`config.mk`:
```
export PLATFORM = sky130hd
export DESIGN_NAME = lpf_decimator
export DESIGN_NICKNAME = d
export VERILOG_FILES = /design/src/rtl/lpf_decimator.sv
export SDC_FILE = /design/constraint.sdc
export NUM_CORES = 1
export LEC_CHECK = 0
export BUFFER_PORTS_ARGS = -buffer_cell sky130_fd_sc_hd__buf_4
export CAP_MARGIN = 20
export CORE_MARGIN = 5
export CORE_UTILIZATION = 35
export DETAILED_ROUTE_END_ITERATION = 10
export GPL_ROUTABILITY_DRIVEN = 0
export MAX_ROUTING_LAYER = met4
export SLEW_MARGIN = 20
export SYNTH_ARGS = -nofsm -noshare
export SYNTH_HDL_FRONTEND = slang
export SYNTH_SLANG_ARGS = --single-unit
```
`constraint.sdc`:
```
create_clock -name clk -period 9.29 [get_ports clk]
set_input_delay 1.3935 -clock clk [delete_from_list [all_inputs] [get_ports clk]]
set_output_delay 1.3935 -clock clk [all_outputs]
set_load 0.1 [all_outputs]
```
`src/rtl/lpf_decimator.sv`:
```
// lpf_decimator
// Block-average decimator placed after the Tustin low-pass filter. It sums
// non-overlapping blocks of R = 2^log2_ratio samples and presents the
// arithmetic-shifted average on a valid/ready output. The input side has no
// back-pressure: every in_valid sample is taken. If a result is replaced
// before downstream takes it, the sticky overrun flag is set.
//
// Ports:
//   clk            system clock
//   rst            synchronous, active-high reset
//   in             signed filtered sample (DATA_BITS)
//   in_valid       sample strobe, one sample accepted per edge while high
//   log2_ratio     log2 of the decimation ratio. Values above MAX_LOG2_RATIO
//                  are clamped to MAX_LOG2_RATIO.
//   clear          discards the partial block (wins over in_valid)
//   out            signed block average (DATA_BITS)
//   out_valid      out holds an unconsumed result
//   out_ready      downstream accepts out when out_valid & out_ready
//   overrun        sticky: an unconsumed result was overwritten
//   overrun_clear  clears overrun (a new overrun on the same edge wins)
module lpf_decimator #(
  parameter int DATA_BITS      = 32,
  parameter int MAX_LOG2_RATIO = 10,
  parameter int RATIO_BITS     = 4
) (
  input  logic                  clk,
  input  logic                  rst,
  input  logic [DATA_BITS-1:0]  in,
  input  logic                  in_valid,
  input  logic [RATIO_BITS-1:0] log2_ratio,
  input  logic                  clear,
  output logic [DATA_BITS-1:0]  out,
  output logic                  out_valid,
  input  logic                  out_ready,
  output logic                  overrun,
  input  logic                  overrun_clear
);

  localparam int ACC_BITS = DATA_BITS + MAX_LOG2_RATIO;
  // One extra bit so the counter can hold 2^MAX_LOG2_RATIO - 1 and the
  // one-hot 1 << MAX_LOG2_RATIO without truncation.
  localparam int CNT_BITS = MAX_LOG2_RATIO + 1;

  // Clamp the requested ratio to the largest supported value.
  function automatic logic [RATIO_BITS-1:0] clamp_ratio(input logic [RATIO_BITS-1:0] r);
    if (r > RATIO_BITS'(MAX_LOG2_RATIO)) begin
      return RATIO_BITS'(MAX_LOG2_RATIO);
    end else begin
      return r;
    end
  endfunction

  logic [CNT_BITS-1:0]          count;
  logic signed [ACC_BITS-1:0]   acc;
  logic [RATIO_BITS-1:0]        ratio;

  logic [RATIO_BITS-1:0]        clamped;
  logic [RATIO_BITS-1:0]        eff_ratio;
  logic [CNT_BITS-1:0]          last_idx;
  logic                         last;
  logic signed [ACC_BITS-1:0]   in_ext;
  logic signed [ACC_BITS-1:0]   sum;
  logic signed [ACC_BITS-1:0]   shifted;
  logic [DATA_BITS-1:0]         result;
  logic                         accept;
  logic                         new_result;

  // Datapath: effective ratio, block-end detect and the running/final sum.
  always_comb begin
    clamped    = clamp_ratio(log2_ratio);
    // The first sample of a block uses the ratio captured on that same edge.
    eff_ratio  = (count == {CNT_BITS{1'b0}}) ? clamped : ratio;
    last_idx   = (CNT_BITS'(1) << eff_ratio) - CNT_BITS'(1);
    last       = (count == last_idx);
    in_ext     = {{MAX_LOG2_RATIO{in[DATA_BITS-1]}}, in};
    sum        = ((count == {CNT_BITS{1'b0}}) ? {ACC_BITS{1'b0}} : acc) + in_ext;
    shifted    = sum >>> eff_ratio;
    result     = shifted[DATA_BITS-1:0];
    accept     = in_valid & ~clear;
    new_result = accept & last;
  end

  // Block accumulation state: counter, partial sum and latched ratio.
  always_ff @(posedge clk) begin
    if (rst) begin
      count <= {CNT_BITS{1'b0}};
      acc   <= {ACC_BITS{1'b0}};
      ratio <= {RATIO_BITS{1'b0}};
    end else if (clear) begin
      count <= {CNT_BITS{1'b0}};
      acc   <= {ACC_BITS{1'b0}};
    end else if (in_valid) begin
      if (count == {CNT_BITS{1'b0}}) begin
        ratio <= clamped;
      end
      if (last) begin
        count <= {CNT_BITS{1'b0}};
        acc   <= {ACC_BITS{1'b0}};
      end else begin
        count <= count + CNT_BITS'(1);
        acc   <= sum;
      end
    end
  end

  // Output register and handshake; a new result always replaces out.
  always_ff @(posedge clk) begin
    if (rst) begin
      out       <= {DATA_BITS{1'b0}};
      out_valid <= 1'b0;
    end else if (new_result) begin
      out       <= result;
      out_valid <= 1'b1;
    end else if (out_valid & out_ready) begin
      out_valid <= 1'b0;
    end
  end

  // Sticky overrun: set when an unconsumed result is overwritten; set beats clear.
  always_ff @(posedge clk) begin
    if (rst) begin
      overrun <= 1'b0;
    end else if (new_result & out_valid & ~out_ready) begin
      overrun <= 1'b1;
    end else if (overrun_clear) begin
      overrun <= 1'b0;
    end
  end

endmodule

```
After elaboration in Yosys (flattened, before gate mapping)
Cells that the tools add are included.
- register bits after elaboration: 91
- input bits: 42
- add/subtract/negate cells: 3
- $lt $le $gt $ge: 1
- equal/unequal tests: 1
- shifts and indexed selects: 2
- multiplexer cells: 9
- bitwise logic cells: 7
- reduce and logical (&&, ||, !) cells: 5
- operators with widths (operator ; number):
    42-bit two-way mux ; 2
    42-bit adder ; 1
    42-bit by 4-bit >>> shifter with 32-bit output ; 1
    11-bit by 1-bit adder with 11-bit output, second input constant ; 1
    11-bit == test ; 1
    11-bit zero test ; 1
    11-bit two-way mux ; 1
    1-bit by 4-bit left shift with 11-bit output, first input constant ; 1
    11-bit by 2-bit subtractor with 11-bit output, second input constant ; 1
    4-bit two-way mux ; 2
    1-bit AND ; 5
    4-bit > comparator, second input constant ; 1
    1-bit two-way mux ; 4
    2-bit nonzero test ; 2
    1-bit inverter ; 2
    2-bit AND reduction ; 1
    2-bit OR reduction ; 1

Longest topological paths before layout
- depth after elaboration: 10
- depth in mapped cells: 24
- gate-level depth less buffers: 19

Worst setup path before layout
No wires, ideal clock.
- kind: input-to-reg
- from: input port log2_ratio[2]
- to: register out[30]
- library setup time: 0.116 ns
- arrival time: 5.543 ns
- required time: 9.174 ns
- setup slack: 3.630 ns
- stages on the path: 19
- path buffers: 3
- cell sequence: clkbuf_1 a21o_1 a21oi_1 mux2i_1 clkbuf_1 nor2_1 nand2_1 ha_1 nor2_1 mux2_2 a221oi_1 o21a_1 o2111ai_1 or3_4 or4_4 buf_6 or3_1 and2_0 o211a_1
- word-level cells in the longest chain between the ends: 7
- elaborated cells on any way between the ends: 8
- classes of those cells: add/sub (1); order compare (1); eq/ne (1); shift (2); mux (2); bitwise (1)
- ends and longest elaborated chain (what ; line ; text):
    from (decl) ; 30 ; input logic [RATIO_BITS-1:0] log2_ratio,
    4-bit > comparator ; 46 ; if (r > RATIO_BITS'(MAX_LOG2_RATIO)) begin
    4-bit two-way mux * ; 46 ;
    4-bit two-way mux * ; -- ;
    1-bit by 4-bit left shift with 11-bit output ; 73 ; last_idx = (CNT_BITS'(1) << eff_ratio) - CNT_BITS'(1);
    11-bit by 2-bit subtractor with 11-bit output ; 73 ;
    11-bit == test ; 74 ; last = (count == last_idx);
    1-bit AND ; 80 ; new_result = accept & last;
    to (signal assigned) ; 109 ; out <= {DATA_BITS{1'b0}};
    to (signal assigned) ; 112 ; out <= result;
    to (decl) ; 32 ; output logic [DATA_BITS-1:0] out,
Mark *: on every way between the ends. The rest lies on a longest branch, timed or not.
A chain may end at the register's enable or synchronous reset.

Final worst setup path
- from: register count[0]
- to: register out[30]
- word-level cells in the longest chain between the ends: 6
- elaborated cells on any way between the ends: 9
- classes of those cells: add/sub (2); eq/ne (1); shift (2); mux (2); bitwise (1); reduce/logical (1)
- ends and longest elaborated chain (what ; line ; text):
    from (decl) ; 53 ; logic [CNT_BITS-1:0] count;
    from (signal assigned) ; 86 ; count <= {CNT_BITS{1'b0}};
    from (signal assigned) ; 90 ; count <= {CNT_BITS{1'b0}};
    from (signal assigned) ; 97 ; count <= {CNT_BITS{1'b0}};
    parallel branches: the longest is 6 deep, another holds 42-bit adder ; -- ;
Several ways; the timed one is not identified.

==> results.toml <==
[outcome]
status = "complete, no violations"

[finish]
nets = 1430
fillers = 2842
drive_gt1_share_pct = 11.21
area_growth_pct = 10.71
n_antenna_cell = 0

[timing]
fmax_mhz = 154.7
rsz0062_at_grt = "no"
fin_crit_sh_pct = 69.59
tightest_slew_ps = 1005
finalSetupTns_ps = 0
setup-violations-final = 0
hold_slack_ps = 455.5
finClkSkew_ps = 13.17
hold_violations = 0
fin_crit_ps = 6465
slew_headroom_pct = 31.08
slew_viol_final = 0

[power]
clockPowerShare_pct = 33.4
p_int_mw = 0.7462
worst_ir_drop_vdd_uv = 81.46
swShare_pct = 36.30
combPwrFrac_pct = 32.1
seqPwrFrac_pct = 34.5
leakage_nw = 4.211
switchingPower_mw = 0.4252
power_density_nw_per_um2 = 110.8

[cts]
cts_buffers = 9
post_cts_resized = 0
cts_tree = "yes"
cts.htree.levels = 3
hold_buffers = 0
cts_root_buffer = "clkbuf_16"
path_clk_slew_ps = 70
clockBufferDepth = 2
clk_latency_ps = 370
clkSinkCount = 91
post_cts_buffers = 0

[global_route]
grt_pass1_vias = 10167
grt_overflow = 0
grt_use_total_pct = 21.55
grt_pass1_wl_um = 53350
grt_start_max_net_pins = 57
antenna_found_initial = 0

[routing]
wl_per_cell_um = 19.77
drtPass1Iterations = 6
drt_wl_total_um = 33380
postRouteAntennaNets = 0
first_iter_violations = 939
vias = 10551
drc = 0
vias_per_cell = 6.251

[logic_synthesis]
yosysSeqAreaShare_pct = 19.07
ys_seq_elements = 91
synth_warnings = 0
netlist_area_sq_um = 9552
synthArstFlopShare_pct = 0
synthesis.instances = 1344
synth_edf_count = 0
syn_area_per_cell_sq_um = 7.107
ys_types = 85
dominantRegCellSynth = "dfxtp_1"
syn_nets = 1431

[floorplanning]
pin_count = 76
core-area_sq_um = 26950
rows = 60
fp.dieW_um = 175.2
initial_core_util_pct = 35.44
dieArea_sq_um = 30700
chipHeight_um = 175.2

[critical_path]
crit_path_start = "count[0]$_SDFFE_PP0P_"
cp-end-kind = "register"
cp_max_fo = 29
arrival_ps = 6720
critPathKind = "register to register"
reg2reg_from = "count[0]$_SDFFE_PP0P_"
critPathRequiredTime_ps = 9540
cp-start-kind = "register"

[place]
dp_hpwl_um = 25210
io_buffers = 75

[hold_path]
hold_path_class = "register to register"
hold_start = "acc[30]$_SDFFE_PP0P_"

[flow_run]
maxCapViolations = 0
-- metrics by stage --
stage | cell area [sq um] | cells | setup WS (ps) | power (mW) | utilization (%)
final | 10580 | 1688 | 2825 | 1.171 | 39.24
after global routing | 10580 | 1688 | 2337 | 1.229 | 39.24
after CTS | 10580 | 1688 | 2900 | 1.171 | 39.24
after detailed placement | 10270 | 1673 | 2904 | 0.7804 | 38.12
after global placement | 10270 | 1673 | 3031 | 0.7805 | 38.12
after floorplan | 9552 | 1344 | 3630 | 0.6742 | -
-- flip-flops by register name, indices dropped and copies added, names as in the netlist --
signal	cells
out	32
overrun	1
out_valid	1
ratio	4
acc	42
count	11
-- layout make-up --
class	count	area [sq um]	area share, %
Multi-Input combinational cell	1139	7321	69.23
Sequential cell	91	1822	17.23
Timing Repair Buffer	86	645.6	6.105
Tap cell	341	426.7	4.035
Clock buffer	10	239.0	2.260
Clock inverter	5	61.31	0.5797
Inverter	16	60.06	0.5679
-- cells in the mapped netlist (19+ instances only) --
library cell	number	area share, %
nand2_1	146	5.7
a21oi_1	131	6.9
nor2_1	98	3.9
dfxtp_1	91	19
clkbuf_1	85	3.3
nand3_1	80	4.2
and2_1	66	4.3
o21ai_0	61	3.2
ha_1	44	5.8
nor3_1	44	2.3
a211oi_1	27	2.1
a21o_1	27	2.1
mux2i_1	25	2.6
xnor2_1	20	1.8
a31oi_1	19	1.2
xor2_1	19	1.7
-- power by group through the flow --
stage | clock network [mW] | logic, mW | registers (mW)
after floorplan | 0 | 0.265 | 0.409
after global placement | 0 | 0.368 | 0.412
after detailed placement | 0 | 0.368 | 0.413
after CTS | 0.398 | 0.370 | 0.404
after global routing | 0.417 | 0.408 | 0.405
final | 0.391 | 0.376 | 0.404
-- worst max-delay path, cell delays in order, from the launching register on --
cell       delay (ps)
dfxtp_1           360
inv_1             120
ha_1              170
or4b_4            510
nor3_4            680
mux2_2            650
nor2_1            540
nand2_1           120
ha_1              430
mux2_2            340
a221oi_1          360
o21a_1            180
o2111ai_1         120
or3_4             430
or4_4             620
or3_1             430
and2_0            160
o211a_1           120
-- logic make-up (layout without fill, tap and decap cells) --
kind of cell	after synthesis	in the layout	share of synthesized area (%)
buffers and inverters	114	117	4.650
AND/OR/NAND/NOR	558	558	29.37
AO/OA/AOI/OAI	457	457	32.62
XOR/XNOR	39	39	3.576
multiplexers	40	40	4.742
adder cells (fa/ha/maj)	45	45	5.973
flip-flops	91	91	19.07
-- routing by layer --
layer | global-route usage [%] | routed length, um | vias up | share of wire [%]
li1 | - | - | 5088 | -
met1 | 26.00 | 14210 | 4966 | 43
met2 | 36.46 | 16150 | 405 | 48
met3 | 3.418 | 1815 | 92 | 5.4
met4 | 7.725 | 1199 | 0 | 3.6
met5 | - | 0 | - | 0
-- final timing paths --
kind                          end  slack (ps)  cells past startpoint
min          acc[30]$_SDFFE_PP0P_         460                      2
max          out[30]$_SDFFE_PP0P_        2830                     17
max reg2reg  out[30]$_SDFFE_PP0P_        2830                     17
min reg2reg  acc[30]$_SDFFE_PP0P_         460                      2
-- cells in the final DEF (no fill, tap or decap), drive strengths merged, types with 7 or more instances in the layout --
master | Yosys | final
a211oi | 27 | 27
a21boi | 12 | 12
a21o | 27 | 27
a21oi | 131 | 131
a221o | 11 | 11
a221oi | 9 | 9
a22oi | 13 | 13
a311oi | 12 | 12
a31o | 7 | 7
a31oi | 19 | 19
and2 | 67 | 67
and3 | 18 | 18
and4 | 7 | 7
buf | 13 | 86
clkbuf | 85 | 10
dfxtp | 91 | 91
ha | 44 | 44
inv | 16 | 18
mux2 | 12 | 12
mux2i | 25 | 25
nand2 | 146 | 146
nand2b | 10 | 10
nand3 | 80 | 80
nand4 | 18 | 18
nor2 | 98 | 98
nor3 | 46 | 46
nor4 | 17 | 17
o211ai | 14 | 14
o21a | 12 | 12
o21ai | 63 | 63
o221ai | 7 | 7
o22ai | 8 | 8
or2 | 12 | 12
or3 | 19 | 19
xnor2 | 20 | 20
xor2 | 19 | 19
(Power assumes the default switching activity.)
